==> src/rtl/synth_pkg.sv <==
// Shared types and constants for the voice allocation path.
// Holds the allocator FSM state enum, the voice-entry struct and the
// equal-tempered tuning function that backs note_tuning_rom.
package synth_pkg;

  localparam int unsigned VOICE_IDX_W = 8;
  localparam int unsigned TUNING_W    = 32;

  typedef enum logic [1:0] {
    ST_IDLE    = 2'd0,
    ST_SCAN    = 2'd1,
    ST_WR_DDS  = 2'd2,
    ST_WR_ADSR = 2'd3
  } alloc_state_e;

  // Per-voice occupancy; the age stamp lives alongside because its width is
  // a parameter of the allocator.
  typedef struct packed {
    logic       active;
    logic [6:0] note;
  } voice_entry_t;

  // DDS phase increment for a MIDI note at 48 kHz (A4 = 440 Hz).
  // Top octave (notes 120..131) is tabulated; lower octaves are right shifts.
  function automatic logic [TUNING_W-1:0] tuning_word(input logic [6:0] note);
    logic [6:0]          octave;
    logic [6:0]          semi;
    logic [TUNING_W-1:0] base;
    octave = note / 7'd12;
    semi   = note % 7'd12;
    case (semi)
      7'd0:    base = 32'd749115487;
      7'd1:    base = 32'd793660216;
      7'd2:    base = 32'd840853752;
      7'd3:    base = 32'd890853437;
      7'd4:    base = 32'd943826221;
      7'd5:    base = 32'd999948917;
      7'd6:    base = 32'd1059409159;
      7'd7:    base = 32'd1122404697;
      7'd8:    base = 32'd1189146699;
      7'd9:    base = 32'd1259857069;
      7'd10:   base = 32'd1334772039;
      default: base = 32'd1414142139;
    endcase
    return base >> (7'd10 - octave);
  endfunction

endpackage

==> src/rtl/voice_allocator_if.sv <==
// Note event handshake from the event decoder into voice_allocator.
interface voice_allocator_if;
  logic       note_valid;
  logic       note_ready;
  logic       note_on;
  logic [6:0] note_number;
  logic [6:0] velocity;

  modport master (
    output note_valid, note_on, note_number, velocity,
    input  note_ready
  );

  modport slave (
    input  note_valid, note_on, note_number, velocity,
    output note_ready
  );
endinterface

==> src/rtl/voice_allocator_tuning_rom.sv <==
// note_tuning_rom: 128 x 32 registered tuning ROM indexed by note number.
module note_tuning_rom
  import synth_pkg::*;
(
  input  logic                i_clk,
  input  logic [6:0]          i_addr,
  output logic [TUNING_W-1:0] o_data
);

  logic [TUNING_W-1:0] data_d, data_q;

  // Table lookup
  always_comb data_d = tuning_word(i_addr);

  // One-cycle registered read
  always_ff @(posedge i_clk) data_q <= data_d;

  assign o_data = data_q;

endmodule

==> src/rtl/voice_allocator.sv <==
// voice_allocator: maps note-on/off events onto voice slots with a sequential
// table scan and issues DDS/ADSR configuration writes to voice_controller.
// Optional feature macro: VOICE_STEAL_EN (steal the oldest voice when full).
module voice_allocator
  import synth_pkg::*;
#(
  parameter int unsigned NUM_VOICES = 256,
  parameter int unsigned SEQ_W      = 16
) (
  input  logic                   i_clk,
  input  logic                   i_reset,
  voice_allocator_if.slave       note_if,
  output logic [VOICE_IDX_W-1:0] o_SPI_voice_index,
  output logic [TUNING_W-1:0]    o_SPI_tuning_code,
  output logic                   o_SPI_note_status,
  output logic [6:0]             o_SPI_velocity,
  output logic                   o_SPI_flag_dds,
  output logic                   o_SPI_flag_adsr,
  output logic                   o_drop,
  output logic [8:0]             o_active_count
);

  localparam int unsigned IDX_W = $clog2(NUM_VOICES);
  localparam logic [IDX_W-1:0] LAST_IDX = IDX_W'(NUM_VOICES - 1);

  alloc_state_e        state_d, state_q;
  logic [IDX_W-1:0]    idx_d, idx_q;
  logic                ev_on_d, ev_on_q;
  logic [6:0]          ev_note_d, ev_note_q;
  logic [6:0]          ev_vel_d, ev_vel_q;
  voice_entry_t        tbl_d [NUM_VOICES];
  voice_entry_t        tbl_q [NUM_VOICES];
  logic [SEQ_W-1:0]    stamp_d [NUM_VOICES];
  logic [SEQ_W-1:0]    stamp_q [NUM_VOICES];
  logic [SEQ_W-1:0]    seq_d, seq_q;
  logic [8:0]          cnt_d, cnt_q;
  logic                match_vld_d, match_vld_q;
  logic [IDX_W-1:0]    match_idx_d, match_idx_q;
  logic                free_vld_d, free_vld_q;
  logic [IDX_W-1:0]    free_idx_d, free_idx_q;
`ifdef VOICE_STEAL_EN
  logic                old_vld_d, old_vld_q;
  logic [IDX_W-1:0]    old_idx_d, old_idx_q;
  logic [SEQ_W-1:0]    old_age_d, old_age_q;
  logic [SEQ_W-1:0]    age;
`endif
  logic [VOICE_IDX_W-1:0] vidx_d, vidx_q;
  logic [TUNING_W-1:0] tune_d, tune_q;
  logic                status_d, status_q;
  logic [6:0]          vel_d, vel_q;
  logic                fdds_d, fdds_q;
  logic                fadsr_d, fadsr_q;
  logic                drop_d, drop_q;
  voice_entry_t        cur;
  logic                hit;
  logic [IDX_W-1:0]    tgt;
  logic [6:0]          rom_addr;
  logic [TUNING_W-1:0] rom_data;

  // ROM address follows the input on acceptance, then holds the latched note
  always_comb begin
    rom_addr = ev_note_q;
    if (state_q == ST_IDLE && note_if.note_valid) rom_addr = note_if.note_number;
  end

  note_tuning_rom u_rom (
    .i_clk  (i_clk),
    .i_addr (rom_addr),
    .o_data (rom_data)
  );

  // FSM, scan candidate tracking, table update and write sequencing
  always_comb begin
    state_d     = state_q;
    idx_d       = idx_q;
    ev_on_d     = ev_on_q;
    ev_note_d   = ev_note_q;
    ev_vel_d    = ev_vel_q;
    tbl_d       = tbl_q;
    stamp_d     = stamp_q;
    seq_d       = seq_q;
    cnt_d       = cnt_q;
    match_vld_d = match_vld_q;
    match_idx_d = match_idx_q;
    free_vld_d  = free_vld_q;
    free_idx_d  = free_idx_q;
`ifdef VOICE_STEAL_EN
    old_vld_d   = old_vld_q;
    old_idx_d   = old_idx_q;
    old_age_d   = old_age_q;
    age         = '0;
`endif
    vidx_d      = vidx_q;
    tune_d      = tune_q;
    status_d    = status_q;
    vel_d       = vel_q;
    fdds_d      = 1'b0;
    fadsr_d     = 1'b0;
    drop_d      = 1'b0;
    cur         = tbl_q[idx_q];
    hit         = 1'b0;
    tgt         = '0;
    case (state_q)
      ST_IDLE: begin
        if (note_if.note_valid) begin
          ev_on_d     = note_if.note_on;
          ev_note_d   = note_if.note_number;
          ev_vel_d    = note_if.velocity;
          match_vld_d = 1'b0;
          free_vld_d  = 1'b0;
`ifdef VOICE_STEAL_EN
          old_vld_d   = 1'b0;
`endif
          idx_d       = '0;
          state_d     = ST_SCAN;
        end
      end
      ST_SCAN: begin
        if (!match_vld_d && cur.active && cur.note == ev_note_q) begin
          match_vld_d = 1'b1;
          match_idx_d = idx_q;
        end
        if (!free_vld_d && !cur.active) begin
          free_vld_d = 1'b1;
          free_idx_d = idx_q;
        end
`ifdef VOICE_STEAL_EN
        age = seq_q - stamp_q[idx_q];
        if (cur.active && (!old_vld_d || age > old_age_d)) begin
          old_vld_d = 1'b1;
          old_idx_d = idx_q;
          old_age_d = age;
        end
`endif
        // Resolution uses the candidates including the last entry just scanned
        if (idx_q == LAST_IDX) begin
          if (ev_on_q) begin
            hit = 1'b1;
            if (match_vld_d) begin
              tgt = match_idx_d;
            end else if (free_vld_d) begin
              tgt   = free_idx_d;
              cnt_d = cnt_q + 9'd1;
            end else begin
`ifdef VOICE_STEAL_EN
              tgt = old_idx_d;
`else
              hit = 1'b0;
`endif
            end
            if (hit) begin
              tbl_d[tgt]   = '{active: 1'b1, note: ev_note_q};
              stamp_d[tgt] = seq_q;
              seq_d        = seq_q + SEQ_W'(1);
              vidx_d       = VOICE_IDX_W'(tgt);
              tune_d       = rom_data;
              fdds_d       = 1'b1;
              state_d      = ST_WR_DDS;
            end else begin
              drop_d  = 1'b1;
              state_d = ST_IDLE;
            end
          end else if (match_vld_d) begin
            tbl_d[match_idx_d].active = 1'b0;
            cnt_d    = cnt_q - 9'd1;
            vidx_d   = VOICE_IDX_W'(match_idx_d);
            status_d = 1'b0;
            vel_d    = '0;
            fadsr_d  = 1'b1;
            state_d  = ST_WR_ADSR;
          end else begin
            drop_d  = 1'b1;
            state_d = ST_IDLE;
          end
        end else begin
          idx_d = idx_q + IDX_W'(1);
        end
      end
      ST_WR_DDS: begin
        status_d = 1'b1;
        vel_d    = ev_vel_q;
        fadsr_d  = 1'b1;
        state_d  = ST_WR_ADSR;
      end
      ST_WR_ADSR: state_d = ST_IDLE;
      default:    state_d = ST_IDLE;
    endcase
  end

  // State registers with synchronous reset; table cleared on reset
  always_ff @(posedge i_clk) begin
    if (i_reset) begin
      state_q     <= ST_IDLE;
      idx_q       <= '0;
      ev_on_q     <= 1'b0;
      ev_note_q   <= '0;
      ev_vel_q    <= '0;
      for (int unsigned i = 0; i < NUM_VOICES; i++) begin
        tbl_q[i]   <= '0;
        stamp_q[i] <= '0;
      end
      seq_q       <= '0;
      cnt_q       <= '0;
      match_vld_q <= 1'b0;
      match_idx_q <= '0;
      free_vld_q  <= 1'b0;
      free_idx_q  <= '0;
`ifdef VOICE_STEAL_EN
      old_vld_q   <= 1'b0;
      old_idx_q   <= '0;
      old_age_q   <= '0;
`endif
      vidx_q      <= '0;
      tune_q      <= '0;
      status_q    <= 1'b0;
      vel_q       <= '0;
      fdds_q      <= 1'b0;
      fadsr_q     <= 1'b0;
      drop_q      <= 1'b0;
    end else begin
      state_q     <= state_d;
      idx_q       <= idx_d;
      ev_on_q     <= ev_on_d;
      ev_note_q   <= ev_note_d;
      ev_vel_q    <= ev_vel_d;
      tbl_q       <= tbl_d;
      stamp_q     <= stamp_d;
      seq_q       <= seq_d;
      cnt_q       <= cnt_d;
      match_vld_q <= match_vld_d;
      match_idx_q <= match_idx_d;
      free_vld_q  <= free_vld_d;
      free_idx_q  <= free_idx_d;
`ifdef VOICE_STEAL_EN
      old_vld_q   <= old_vld_d;
      old_idx_q   <= old_idx_d;
      old_age_q   <= old_age_d;
`endif
      vidx_q      <= vidx_d;
      tune_q      <= tune_d;
      status_q    <= status_d;
      vel_q       <= vel_d;
      fdds_q      <= fdds_d;
      fadsr_q     <= fadsr_d;
      drop_q      <= drop_d;
    end
  end

  // Strobes and ready are masked while reset is asserted so nothing leaks
  // out in the reset cycle itself
  assign note_if.note_ready = (state_q == ST_IDLE) && !i_reset;
  assign o_SPI_voice_index  = vidx_q;
  assign o_SPI_tuning_code  = tune_q;
  assign o_SPI_note_status  = status_q;
  assign o_SPI_velocity     = vel_q;
  assign o_SPI_flag_dds     = fdds_q && !i_reset;
  assign o_SPI_flag_adsr    = fadsr_q && !i_reset;
  assign o_drop             = drop_q && !i_reset;
  assign o_active_count     = cnt_q;

endmodule

==> src/flat_wrapper.sv <==
// flat-port wrapper written by rule: the top's interface ports become plain ports
module voice_allocator_flat import synth_pkg::*;
#(
  parameter int unsigned NUM_VOICES = 256,
  parameter int unsigned SEQ_W      = 16
)
  (i_clk, i_reset, o_SPI_voice_index, o_SPI_tuning_code, o_SPI_note_status, o_SPI_velocity, o_SPI_flag_dds, o_SPI_flag_adsr, o_drop, o_active_count, note_if_note_valid, note_if_note_on, note_if_note_number, note_if_velocity, note_if_note_ready);
  voice_allocator_if note_if_i ();
  input  logic i_clk;
  input  logic i_reset;
  output logic [VOICE_IDX_W-1:0] o_SPI_voice_index;
  output logic [TUNING_W-1:0] o_SPI_tuning_code;
  output logic o_SPI_note_status;
  output logic [6:0] o_SPI_velocity;
  output logic o_SPI_flag_dds;
  output logic o_SPI_flag_adsr;
  output logic o_drop;
  output logic [8:0] o_active_count;
  input wire logic [$bits(note_if_i.note_valid)-1:0] note_if_note_valid;
  input wire logic [$bits(note_if_i.note_on)-1:0] note_if_note_on;
  input wire logic [$bits(note_if_i.note_number)-1:0] note_if_note_number;
  input wire logic [$bits(note_if_i.velocity)-1:0] note_if_velocity;
  output wire logic [$bits(note_if_i.note_ready)-1:0] note_if_note_ready;
  assign note_if_i.note_valid = note_if_note_valid;
  assign note_if_i.note_on = note_if_note_on;
  assign note_if_i.note_number = note_if_note_number;
  assign note_if_i.velocity = note_if_velocity;
  assign note_if_note_ready = note_if_i.note_ready;
  voice_allocator #(.NUM_VOICES(NUM_VOICES), .SEQ_W(SEQ_W)) u_core (.i_clk(i_clk), .i_reset(i_reset), .note_if(note_if_i), .o_SPI_voice_index(o_SPI_voice_index), .o_SPI_tuning_code(o_SPI_tuning_code), .o_SPI_note_status(o_SPI_note_status), .o_SPI_velocity(o_SPI_velocity), .o_SPI_flag_dds(o_SPI_flag_dds), .o_SPI_flag_adsr(o_SPI_flag_adsr), .o_drop(o_drop), .o_active_count(o_active_count));
endmodule
==> config.mk <==
export PLATFORM = sky130hd
export DESIGN_NAME = voice_allocator_flat
export DESIGN_NICKNAME = d
export VERILOG_FILES = /design/src/rtl/synth_pkg.sv /design/src/rtl/voice_allocator_if.sv /design/src/rtl/voice_allocator_tuning_rom.sv /design/src/rtl/voice_allocator.sv /design/src/flat_wrapper.sv
export SDC_FILE = /design/constraint.sdc
export NUM_CORES = 2
export LEC_CHECK = 0
export CORE_MARGIN = 3
export CORE_UTILIZATION = 30
export CTS_CLUSTER_SIZE = 8
export DETAILED_ROUTE_END_ITERATION = 12
export REMOVE_ABC_BUFFERS = 1
export SLEW_MARGIN = 20
export SYNTH_ARGS = -nofsm -noshare
export SYNTH_HDL_FRONTEND = slang
export SYNTH_SLANG_ARGS = --single-unit
==> constraint.sdc <==
create_clock -name i_clk -period 5.13 [get_ports i_clk]
set_input_delay 1.2825 -clock i_clk [delete_from_list [all_inputs] [get_ports i_clk]]
set_output_delay 1.2825 -clock i_clk [all_outputs]
set_load 0.005 [all_outputs]
After elaboration in Yosys (flattened, before gate mapping)
Memory sizes are Yosys's and may differ from the RTL's.
Cells that the tools add are included.
{ "classes": {"multipliers": 0, "reduce_logical": 30, "add_sub_neg": 4, "shifts": 1, "n_div": 2, "magnitude_cmp": 5, "n_eq_ne": 12, "bitwise": 6, "muxes": 66} }
{ "op_table": {"columns": ["operator", "count"], "rows": [
  ["2-to-1 mux 2048 bit", 3],
  ["bitwise mux 2048 bit", 2],
  ["2-to-1 mux 8 bit", 17],
  ["demux 8 bit (select 8 bit)", 2],
  ["binary-select mux 8 bit (select 8 bit)", 1],
  ["2-to-1 mux 9 bit", 4],
  ["2-to-1 mux 32 bit", 1],
  [">> shifter 32 x 7 -> 32 bit", 1],
  ["2-to-1 mux 7 bit", 4],
  ["greater-or-equal comparator 9 bit, second input constant", 3],
  ["inverter 8 -> 9 bit", 3],
  ["2-to-1 mux 1 bit", 20],
  ["< comparator 9 x 1 -> 1 bit, second input constant", 2],
  ["case mux 8 bit (2 select lines)", 1],
  ["case mux 7 bit (2 select lines)", 1],
  ["AND reduction 4 bit", 3],
  ["logical AND 1 bit", 10],
  ["2-to-1 mux 2 bit", 5],
  ["inequality test 2 bit, second input constant", 5],
  ["adder 9 x 1 -> 9 bit, second input constant", 1],
  ["subtractor 9 x 1 -> 9 bit, second input constant", 1],
  ["adder 8 x 1 -> 8 bit, second input constant", 1],
  ["== test 8 bit, second input constant", 1],
  ["case mux 1 bit (2 select lines)", 4],
  ["18 further kinds", 30]
]} }
{ "word_totals": {"reg_bits": 2183, "out_inout_bits": 61, "latchBits": 0, "rom_bits": 496, "mem_bits_rw": 0, "in_bits": 18, "mem_count": 1, "elab_cells": 657} }
{ "memory_table": {"columns": ["memory", "depth", "word_bits", "rd", "rd_clocked_by_memory_dff", "write_ports", "line", "text"], "rows": [
  ["(name not given)", 16, 31, 1, 0, 0, "synth_pkg.sv:31", "case (semi)"]
]} }

Logic depth before layout (Yosys ltp)
{ "depth": {"ltp_word": 21, "depth_mapped": 25, "depth_no_buf": 22} }

Modules after synthesis
From an unflattened synthesis, not the netlist that was laid out.
{ "unflattened": {"cells_unflattened": 9743, "hier_area_um2": 108270.1} }
{ "modules_own_cells": {"columns": ["module", "cells_each", "seq_area_each_um2", "area_each_um2", "instances"], "rows": [
  ["voice_allocator", 9191, 43061.3, 104103.6, 1],
  ["note_tuning_rom", 552, 620.6, 4166.5, 1]
]} }

Least setup slack after synthesis
OpenSTA, ideal clock, no wires.
{ "synth_timing": {"path_type": "input-to-reg", "from": "input note_if_note_valid", "to": "register u_core.u_rom.data_q[14] (netlist: u_core.u_rom.o_data[14])", "arrival_time_ns": 5.374, "slack_ns": -0.365, "n_path_buf": 4, "stages": 20, "required_ns": 5.009, "cell_sequence": "nand2_1 -> mux2_2 -> mux2i_1 -> nor2_1 -> nor2_1 -> ha_1 -> inv_1 -> nor2_1 -> a21oi_1 -> nand2_1 -> a21oi_1 -> inv_1 -> clkbuf_1 -> ha_1 -> clkbuf_1 -> inv_1 -> clkbuf_1 -> clkbuf_1 -> o311ai_0 -> mux2_2"} }
{ "synth_via": {"elab_chain_cells": 6} }
{ "synth_rtl": {"columns": ["item", "line", "text"], "rows": [
  ["start: declaration", "flat_wrapper.sv:19", "input wire logic [$bits(note_if_i.note_valid)-1:0] note_if_note_valid;"],
  ["logical AND 1 bit *", "voice_allocator.sv:63", "if (state_q == ST_IDLE && note_if.note_valid) rom_addr = note_if.note_number;"],
  ["2-to-1 mux 7 bit *", "voice_allocator.sv:63", null],
  ["modulo 7 x 4 -> 7 bit", "synth_pkg.sv:30", "semi = note % 7'd12;"],
  ["memory (16 x 31 bit) / zero test 3 bit (equally long branches)", null, null],
  ["2-to-1 mux 32 bit", "synth_pkg.sv:31", null],
  [">> shifter 32 x 7 -> 32 bit *", "synth_pkg.sv:45", "return base >> (7'd10 - octave);"],
  ["end signal: assignment", "voice_allocator_tuning_rom.sv:16", "always_ff @(posedge i_clk) data_q <= data_d;"],
  ["end: declaration", "voice_allocator_tuning_rom.sv:10", "logic [TUNING_W-1:0] data_d, data_q;"]
]} }
Every way passes the cells marked *; elsewhere a longest branch is shown, timed or not.
A chain may end at the register's enable or synchronous reset.

Worst setup path after layout
{ "layout_timing": {"from": "register u_core.idx_q[5]", "to": "register u_core.tbl_q[1902] (netlist name)"} }
{ "layout_via": {"elab_chain_cells": 21} }
{ "layout_rtl": {"columns": ["item", "line", "text"], "rows": [
  ["start: declaration", "voice_allocator.sv:27", "logic [IDX_W-1:0] idx_d, idx_q;"],
  ["start signal: assignment", "voice_allocator.sv:222", "idx_q <= idx_d;"],
  ["parallel branches: the longest is 21 deep, another holds inverter 8 -> 9 bit", null, null],
  ["end signal: assignment", "voice_allocator.sv:226", "tbl_q <= tbl_d;"],
  ["end: declaration", "voice_allocator.sv:32", "voice_entry_t tbl_q [NUM_VOICES];"]
]} }
Parallel ways; which one is timed is not known. The select of a mux whose other input is x is not followed.

==> results by group <==
Clock network
  – Hold-fix buffer count after cts: 0
  – Total clock sinks: 2181
  – Clock tree root buffer cell: clkbuf_16
  – CTS buffer count: 315
  – Clock tree buffer depth: 4
  – Clock network latency to the later pin of the worst-skew pair: 900 ps
  – Clock H-tree levels: 5
  – Clock tree from TritonCTS: done
  – Clock Pin Slew Worst Setup and Hold Paths: 50 ps

Critical path
  – Element type at the critical path start: flip-flop
  – Data arrival time of the critical path: 6030 ps
  – Slowest stage cell, crit path: dfxtp_2
  – Max stage delay on crit path: 490 ps
  – Endpoint required time on the critical path: 5800 ps
  – Critical path class: reg -> reg
  – Number of buffer and inverter instances along the worst setup path: 8
  – Worst setup EP type: flip-flop
  – Worst Path Max Fanout: 9
  – Worst-path cell chain: clkinv_1 -> buf_4 -> nand2_1 -> a2111oi_1 -> buf_4 -> o21ai_0 -> o2111a_2 -> o21a_1 -> o2111ai_2 -> and4bb_4 -> buf_12 -> buf_12 -> mux2i_1 -> buf_4 -> a211oi_4 -> buf_12 -> buf_12 -> nand3_4 -> mux2i_1
  – Most frequent cell on the critical path: buf_12
  – Category of cells accounting for the largest share of critical-path delay: buffers and inverters

Power
  – Overall power after layout: 40.8 mW
  – Power density over cell area: 303 nW/µm²
  – Worst voltage drop across the vdd grid: 0.238 mV
  – Total leakage power: 57.6 nW

Placement
  – Setup slack at placement: -871 ps
  – Sum of net half-perimeters after detailed placement: 257 mm
  – Placed insts: 14596
  – Final weighted congestion in routability-driven placement: 0.947
  – Port bufs: 77

Global routing
  – Congestion Overflow GR: 0
  – Largest net degree at the start of global routing: 279
  – Initial antenna violation count: 7
  – Tot GR Track Use: 0.204
  – Global-route wire length before repair: 553 mm
  – Number of global-route vias before repair: 79321

Drt
  – Drt via density: 5.38
  – Sum of routed wire length over all layers: 384 mm
  – Initial DRC Count: 8416
  – Met2 wire length: 167 mm
  – Top routing layer used: met5
  – DR vias: 81297
  – Remaining antenna violation count: 0
  – Post-detailed-route DRC marker count: 0
  – Average wire per standard cell: 25.4 µm
  – First drt pass iteration count: 6
  – Amount of wire on met3 after detailed routing: 30.3 mm
  – DRT met1 WL: 167 mm

STA
  – Total count of max-transition violations in the final report: 0
  – Setup repair after global routing missed its margin: true
  – Final worst path period need: 5360 ps
  – Largest clock skew in the final design: 95.1 ps
  – Hold Vio Cnt, Final: 0
  – Period utilisation layout: 1.04
  – Max-slew headroom: 0.0893
  – Final-layout worst hold slack: 453 ps
  – Transition time at the pin with the least slew margin: 1370 ps
  – Final setup fails: 1945
  – Maximum achievable frequency: 187 MHz
  – Worst setup margin: -228 ps

Run
  – Max-capacitance violation count: 0

Floorplanning
  – IO Pins: 79
  – Area of the die: 358000 µm²
  – Core footprint: 350000 µm²
  – Chip Height: 599 µm
  – Site row count: 217
  – Initial standard-cell utilization of the core: 0.301
  – Die boundary width: 599 µm

Logic synthesis
  – Cell type with the largest total area after synthesis: dfxtp_1
  – Summed instance area of the synthesized netlist: 105000 µm²
  – Synthesized area per cell: 10.9 µm²
  – FF+latch count, synth: 2181
  – Most instantiated cells after synthesis: dfxtp_1 (2181), mux2i_1 (2080), nand2b_1 (1818)
  – Yosys Warn Count: 0
  – Number of synthesized flops with an enable pin: 0
  – Top FF cell, synth: dfxtp_1
  – Async SR Flop Fraction: 0
  – Post-synthesis cell type count: 99
  – Area contributors post-synth: dfxtp_1 (41%), mux2i_1 (20%), nand2b_1 (11%)
  – Most used standard cell by instance count after synthesis: dfxtp_1
  – Seq/Total Area, Yosys: 0.414
  – Area fraction of the dominant cell type after synthesis: 0.414
  – Cells after synthesis: 9631

Final layout
  – # nets final: 10516
  – Cell Count, Final, Fillers Out: 15109
  – Layout overhead on the synthesized area: 27.5%
  – Layout cell share with drive strength beyond 1: 0.255

Run status
  – Failing checks: setup timing
  – Status: finished with violations

Hold path
  – Path category of the worst min-delay check: reg -> reg
[flip-flops by register name, indices dropped and copies added, names as in the netlist, 8 cells and up, named ones only]
register / cells
u_core.free_idx_q: 8
u_core.idx_q: 8
u_core.match_idx_q: 8
u_core.o_SPI_tuning_code: 31
u_core.o_SPI_voice_index: 8
u_core.o_active_count: 9
u_core.tbl_q: 2048
u_core.u_rom.o_data: 31
[routing by layer]
metal	GRT usage	vias to the layer above
li1	-	36229
met1	0.280	40728
met2	0.312	3410
met3	0.0363	926
met4	0.0918	4
met5	0	-
[metrics by stage]
stage,cell area [µm²],TNS [ps],util
floorplan,101000,-,-
global route,134000,-199360,0.384
detailed placement,121000,-648030,0.347
CTS,132000,-1430,0.376
finish,134000,-155290,0.384
global placement,121000,-650910,0.347
[repair_timing]
item / 4_1_cts / 5_1_grt
setup endpoints to repair: 2093 / 2076
gates resized for setup: 154 / 360
setup buffers: 60 / 80
cloned: 16 / 16
pin swaps: 54 / 137
[worst paths after layout]
check / startpoint / endpoint / slack [ps] / cells past startpoint
setup reg to reg: u_core.idx_q[5] / u_core.tbl_q[1902] / -230 / 19
hold / removal: u_core.ev_vel_q[4] / u_core.ev_vel_q[4] / 450 / 2
setup / recovery: u_core.idx_q[5] / u_core.tbl_q[1902] / -230 / 19
hold reg to reg: u_core.ev_vel_q[4] / u_core.ev_vel_q[4] / 450 / 2
[power breakdown]
part           internal (mW)  switching [mW]
clock                   11.0            7.64
combinational           2.25            2.70
sequential              17.1          0.0836
[worst reg2reg max path: cells and delay by family, from the launching register on]
family	cells	cell delay, ps
AO/OA/AOI/OAI	6	1600
buffers and inverters	8	1750
flip-flops	1	490
multiplexers	2	300
AND/OR/NAND/NOR	3	1050
[cell type report]
class                      instances  area, µm²
timing repair buffer            1378      16300
clock buffer                     326       7990
multi-input combinational       6564      60100
sequential                      2181      43700
tap                             4599       5750
clock inverter                    20        378
fill                           33524     215000
inverter                          34        136
antenna                            7       17.5
[placed cells by master (no fill, tap or decap), drive strengths merged, types with 13 or more instances in the layout]
master,Yosys,routed
clkbuf,609,341
nor2,180,180
nand2b,1818,1818
and2,26,26
a21o,22,23
o21ai,107,107
mux2i,2081,2081
xnor2,16,16
a22oi,44,44
a21oi,398,398
a211oi,45,45
dfxtp,2181,2181
ha,23,23
nand3,311,311
inv,26,37
clkinv,8,17
nor3,51,51
o31ai,248,248
mux4,428,428
a2111oi,15,15
nand4,35,35
mux2,44,44
o221ai,33,33
a31oi,28,28
clkdlybuf4s50,0,76
a221oi,24,24
buf,244,1284
o211ai,13,13
a22o,19,19
nand2,237,237
o41ai,19,19
and3,18,18
nor2b,27,27
o22ai,63,63
[logic make-up (layout without fill, tap and decap cells)]
logic type | after synthesis | count (layout) | share of synthesized area
flops | 2181 | 2181 | 0.414
xor+xnor | 21 | 21 | 0.00175
buf+inv | 887 | 1758 | 0.0385
fa+ha+maj | 24 | 24 | 0.00292
mux | 2553 | 2553 | 0.294
other cells | 1 | 8 | 0.0000356
simple gates | 2761 | 2761 | 0.172
compound gates | 1203 | 1204 | 0.0768
No activity file was read; power rests on OpenSTA's default activity.
